[src/rtl/kpn_pkg.sv]
// Shared definitions for the KPN process network: token width, default
// channel depth and the token type passed between process stages.
package kpn_pkg;

    localparam int KPN_TOKEN_W    = 32;
    localparam int KPN_FIFO_DEPTH = 8;

    typedef logic [KPN_TOKEN_W-1:0] kpn_token_t;

endpackage : kpn_pkg

[src/rtl/kpn_fifo_mem.sv]
// Dual-port register array for the KPN channel: one synchronous write port
// and one registered read port whose register is the channel's data_out.
module kpn_fifo_mem
    import kpn_pkg::*;
#(
    parameter int WIDTH = KPN_TOKEN_W,
    parameter int DEPTH = KPN_FIFO_DEPTH,
    parameter int AW    = $clog2(DEPTH)
) (
    input  logic             clk,
    input  logic             reset_n,
    input  logic             wr_en_i,
    input  logic [AW-1:0]    wr_addr_i,
    input  logic [WIDTH-1:0] wr_data_i,
    input  logic             rd_en_i,
    input  logic [AW-1:0]    rd_addr_i,
    output logic [WIDTH-1:0] rd_data_o
);

    logic [WIDTH-1:0] mem_q [DEPTH];
    logic [WIDTH-1:0] rd_data_q;

    // Storage is deliberately not reset; only the read register is.
    always_ff @(posedge clk) begin
        if (wr_en_i) begin
            mem_q[wr_addr_i] <= wr_data_i;
        end
    end

    always_ff @(posedge clk or negedge reset_n) begin
        if (!reset_n) begin
            rd_data_q <= '0;
        end else if (rd_en_i) begin
            rd_data_q <= mem_q[rd_addr_i];
        end
    end

    assign rd_data_o = rd_data_q;

endmodule : kpn_fifo_mem

[src/rtl/kpn_fifo_channel.sv]
// Bounded blocking FIFO channel between KPN producer and consumer processes,
// with sticky overflow/underflow flags recording protocol violations.
module kpn_fifo_channel
    import kpn_pkg::*;
#(
    parameter int WIDTH = KPN_TOKEN_W,
    parameter int DEPTH = KPN_FIFO_DEPTH
) (
    input  logic                     clk,
    input  logic                     reset_n,
    input  logic                     wr,
    input  logic [WIDTH-1:0]         data_in,
    output logic                     full,
    input  logic                     rd,
    output logic [WIDTH-1:0]         data_out,
    output logic                     empty,
    output logic [$clog2(DEPTH):0]   count,
    output logic                     overflow,
    output logic                     underflow
);

    localparam int AW = $clog2(DEPTH);
    localparam int PW = AW + 1;

    logic [PW-1:0] wr_ptr_q, wr_ptr_d;
    logic [PW-1:0] rd_ptr_q, rd_ptr_d;
    logic          overflow_q, overflow_d;
    logic          underflow_q, underflow_d;
    logic          wr_acc;
    logic          rd_acc;

    // Flags come straight from the registered pointers, so they are glitch-free.
    assign empty  = (wr_ptr_q == rd_ptr_q);
    assign full   = (wr_ptr_q[AW-1:0] == rd_ptr_q[AW-1:0]) && (wr_ptr_q[AW] != rd_ptr_q[AW]);
    assign count  = wr_ptr_q - rd_ptr_q;
    assign wr_acc = wr && !full;
    assign rd_acc = rd && !empty;

    always_comb begin
        wr_ptr_d    = wr_ptr_q;
        rd_ptr_d    = rd_ptr_q;
        overflow_d  = overflow_q | (wr && full);
        underflow_d = underflow_q | (rd && empty);
        if (wr_acc) begin
            wr_ptr_d = wr_ptr_q + PW'(1);
        end
        if (rd_acc) begin
            rd_ptr_d = rd_ptr_q + PW'(1);
        end
    end

    always_ff @(posedge clk or negedge reset_n) begin
        if (!reset_n) begin
            wr_ptr_q    <= '0;
            rd_ptr_q    <= '0;
            overflow_q  <= 1'b0;
            underflow_q <= 1'b0;
        end else begin
            wr_ptr_q    <= wr_ptr_d;
            rd_ptr_q    <= rd_ptr_d;
            overflow_q  <= overflow_d;
            underflow_q <= underflow_d;
        end
    end

    assign overflow  = overflow_q;
    assign underflow = underflow_q;

    kpn_fifo_mem #(
        .WIDTH (WIDTH),
        .DEPTH (DEPTH),
        .AW    (AW)
    ) u_mem (
        .clk       (clk),
        .reset_n   (reset_n),
        .wr_en_i   (wr_acc),
        .wr_addr_i (wr_ptr_q[AW-1:0]),
        .wr_data_i (data_in),
        .rd_en_i   (rd_acc),
        .rd_addr_i (rd_ptr_q[AW-1:0]),
        .rd_data_o (data_out)
    );

endmodule : kpn_fifo_channel

[config.mk]
export PLATFORM = sky130hd
export DESIGN_NAME = kpn_fifo_channel
export DESIGN_NICKNAME = d
export VERILOG_FILES = /design/src/rtl/kpn_pkg.sv /design/src/rtl/kpn_fifo_mem.sv /design/src/rtl/kpn_fifo_channel.sv
export SDC_FILE = /design/constraint.sdc
export NUM_CORES = 1
export LEC_CHECK = 0
export CAP_MARGIN = 0
export CORE_MARGIN = 8
export CORE_UTILIZATION = 40
export CTS_CLUSTER_DIAMETER = 30
export DETAILED_ROUTE_END_ITERATION = 12
export PLACE_DENSITY = 0.65
export SETUP_SLACK_MARGIN = 0.5
export SKIP_CTS_REPAIR_TIMING = 1
export SLEW_MARGIN = 20
export SYNTH_ARGS = -nofsm -noshare
export SYNTH_HDL_FRONTEND = slang
export SYNTH_SLANG_ARGS = --single-unit
[constraint.sdc]
create_clock -name clk -period 6 [get_ports clk]
set_input_delay 1.5 -clock clk [delete_from_list [all_inputs] [get_ports clk]]
set_output_delay 1.5 -clock clk [all_outputs]
set_load 0.05 [all_outputs]
==> flow_summary.json <==
{
  "synth-edff-count": 256,
  "finalHoldViolCount": 0,
  "htreeDepth": 2,
  "vdd_drop_max_mv": 0.301,
  "ys_warn_count": 0,
  "criticalPathCategory": "register to primary output",
  "slowest_stage": "clkdlybuf4s50_1",
  "dieArea_mm2": 0.0345,
  "grt_pass1_wl_um": 36300,
  "pwr-share-clk_pct": 33.1,
  "combPwrFrac_pct": 31.7,
  "slew_headroom_pct": 29.3,
  "hpwl_um": 12900,
  "grt_pass1_vias": 6446,
  "syn_nets": 657,
  "cts_buffers": 48,
  "p_int_uw": 5470,
  "cts.sinks": 298,
  "timing.rr.end": "u_mem.mem_q[6][30]$_DFFE_PP_",
  "p_sw_uw": 2800,
  "reg2reg_from": "rd_ptr_q[2]$_DFFE_PN0P_",
  "p_leak_uw": 0.00487,
  "die_h_um": 186,
  "cp-start-kind": "register",
  "netlist.area_leader.share_pct": 66.8,
  "path_delay_family": "buffers and inverters",
  "vias_per_cell": 5.16,
  "ys_seq_area_share_pct": 75.9,
  "arrival_ns": 3.19,
  "finalNonFillerCells": 1137,
  "row_count": 62,
  "synth_seq_cells": 298,
  "ioPinCount": 76,
  "drv_slew": 0,
  "path_cells": "buf_4, inv_1, ha_1, nand3_1, nor2_1, clkdlybuf4s50_1",
  "worstSetupPathDepth": 6,
  "core_mm2": 0.0285,
  "fin_crit_sh_pct": 78.1,
  "drc": 0,
  "drive_above_1_share_pct": 21.9,
  "synth-main-ff-cell": "edfxtp_1",
  "worstMarginPinSlew_ns": 1.06,
  "clk_latency_ns": 0.53,
  "async_flop_share_pct": 14.1,
  "clk_path_buf_depth": 3,
  "design_area_mm2": 0.0143,
  "fin_skew_ns": 0.0188,
  "syn_area_mm2": 0.0115,
  "run_status": "finished, final reports clean",
  "clk_pin_slew_ns": 0.05,
  "max_stage_delay_ns": 0.83,
  "synthCells": 615,
  "worstHoldPathCells": 1,
  "rsz0062_at_grt": "no",
  "postRouteAntennaNets": 0,
  "grt_max_degree": 69,
  "min_path_type": "register to register",
  "path_buf_inv": 3,
  "port-buffer-count": 75,
  "setup_viol": 0,
  "swShare_pct": 33.8,
  "nets": 757,
  "wl_per_cell_um": 20.6,
  "max_freq_ghz": 0.213,
  "cts_tree": "built",
  "power_frac_seq_pct": 35.2,
  "post-route-min-period_ns": 4.69,
  "drtIter0Drc": 376,
  "avgSynthCellArea_um2": 18.7,
  "r2r_cells": 7,
  "dieWidth_um": 186,
  "worstPathRequired_ns": 4.50,
  "synth_cell_types": 32,
  "hold_end": "underflow$_DFF_PN0_",
  "synth_largest_area_cell": "edfxtp_1",
  "antenna_found_initial": 0,
  "powerDensity_mw_per_mm2": 579,
  "finalPower_uw": 8280,
  "endpoint_kind": "primary output",
  "initial_utilization_pct": 40.3,
  "grt_overflow_total": 0,
  "area_growth_pct": 24.2,
  "final_core_util_pct": 50.1,
  "synth.area.top_cells": "edfxtp_1 67%, dfrtp_1 9.1%, mux4_2 5.7%",
  "tns_ns": 0,
  "worst-path-max-fanout": 68,
  "n_antenna_cell": 0,
  "root_buffer": "clkbuf_16",
  "dp_cells": 1048,
  "ff2ff_setup_slack_ns": 2.42,
  "wl_um": 23400,
  "drv_cap": 0,
  "grt_usage_pct": 13.7,
  "min_from": "underflow$_DFF_PN0_",
  "num_vias": 5862,
  "post_dp_cell_area_mm2": 0.0126,
  "first_pass_iters": 4,
  "gp_congestion": 0.736
}
power by group through the flow:
stage               Sequential, uW  Combinational, uW  Clock [uW]
floorplan                     3260               1590           0
global placement              2930               2620           0
detailed placement            2960               2660           0
CTS                           2920               2670        2770
global route                  2960               2820        2870
finish                        2920               2620        2740
layer usage:
layer	track usage [%]	up-vias	share of wire (%)
li1	-	2663	-
met1	16.5	3014	42
met2	24.1	149	51
met3	3.46	36	6.0
met4	4.13	0	1.7
met5	0	-	0
worst register-to-register path, cell delays in order (launching register included):
cell	delay, ns
dfrtp_2	0.33
buf_4	0.62
inv_1	0.12
ha_1	0.38
and3_1	0.18
a21boi_1	0.41
nand2_1	0.28
nor2_4	0.86
cells in the mapped netlist, types with 8 or more instances:
cell / number
dfrtp_1: 42
o21ai_1: 29
xnor2_1: 9
inv_1: 8
edfxtp_1: 256
nand2_1: 41
o221ai_1: 28
clkbuf_1: 13
buf_2: 9
mux4_2: 29
mux2_2: 32
nand3_1: 33
mux2i_1: 32
layout by cell type (no fill, tap or decap), drive strengths merged, types with 3 or more instances in the layout:
master / instances
edfxtp: 256
clkdlybuf4s50: 74
clkbuf: 52
dfrtp: 42
nand2: 41
o21ai: 36
nand3: 33
mux2: 32
mux2i: 32
mux4: 32
o221ai: 32
clkinv: 20
buf: 13
inv: 12
xnor2: 9
bufinv: 7
ha: 5
clkinvlp: 5
nor3: 4
nor2: 4
a21o: 3
worst max-delay path by stage:
| stage | end | slack (ns) | startpoint |
|---|---|---|---|
| 5_1_grt | empty | 1.13 | rd_ptr_q[2]$_DFFE_PN0P_ |
| 3_5_place_dp | full | 1.84 | rd_ptr_q[2]$_DFFE_PN0P_ |
| 2_1_floorplan | u_mem.mem_q[0][0]$_DFFE_PP_ | 0.77 | wr |
| 4_1_cts | full | 1.28 | rd_ptr_q[2]$_DFFE_PN0P_ |
| 3_3_place_gp | full | 1.92 | rd_ptr_q[2]$_DFFE_PN0P_ |
| 6_report | full | 1.31 | rd_ptr_q[2]$_DFFE_PN0P_ |
state kept, by name (all words and copies together), names as in the netlist:
name,cells
overflow,1
u_mem.mem_q,256
wr_ptr_q,4
rd_ptr_q,4
underflow,1
u_mem.rd_data_o,32
metrics by stage:
stage,setup slack (ns),hold WS (ns)
finish,1.31,0.452
global route,1.13,0.475
CTS,1.28,0.455
detailed placement,1.84,0.445
global placement,1.92,0.449
floorplan,0.770,0.502
final cells by class:
class	count	area [um2]
timing repair buffer	87	856
fill	2353	14300
clock inverter	36	403
multi-input combinational	272	2540
tap	384	480
sequential	298	8740
clock buffer	52	1240
inverter	8	30.0
logic make-up (layout without fill, tap and decap cells):
logic type               after synthesis  in the layout  synth area share (%)
AO/OA/AOI/OAI                         74             74                  4.59
XOR/XNOR                              10             10                 0.761
adder cells (fa/ha/maj)                6              6                 0.717
buffers and inverters                 45            183                  2.48
flip-flops                           298            298                  75.9
multiplexers                          96             96                  12.3
AND/OR/NAND/NOR                       86             86                  3.29
No activity file was read; power rests on OpenSTA's default activity.
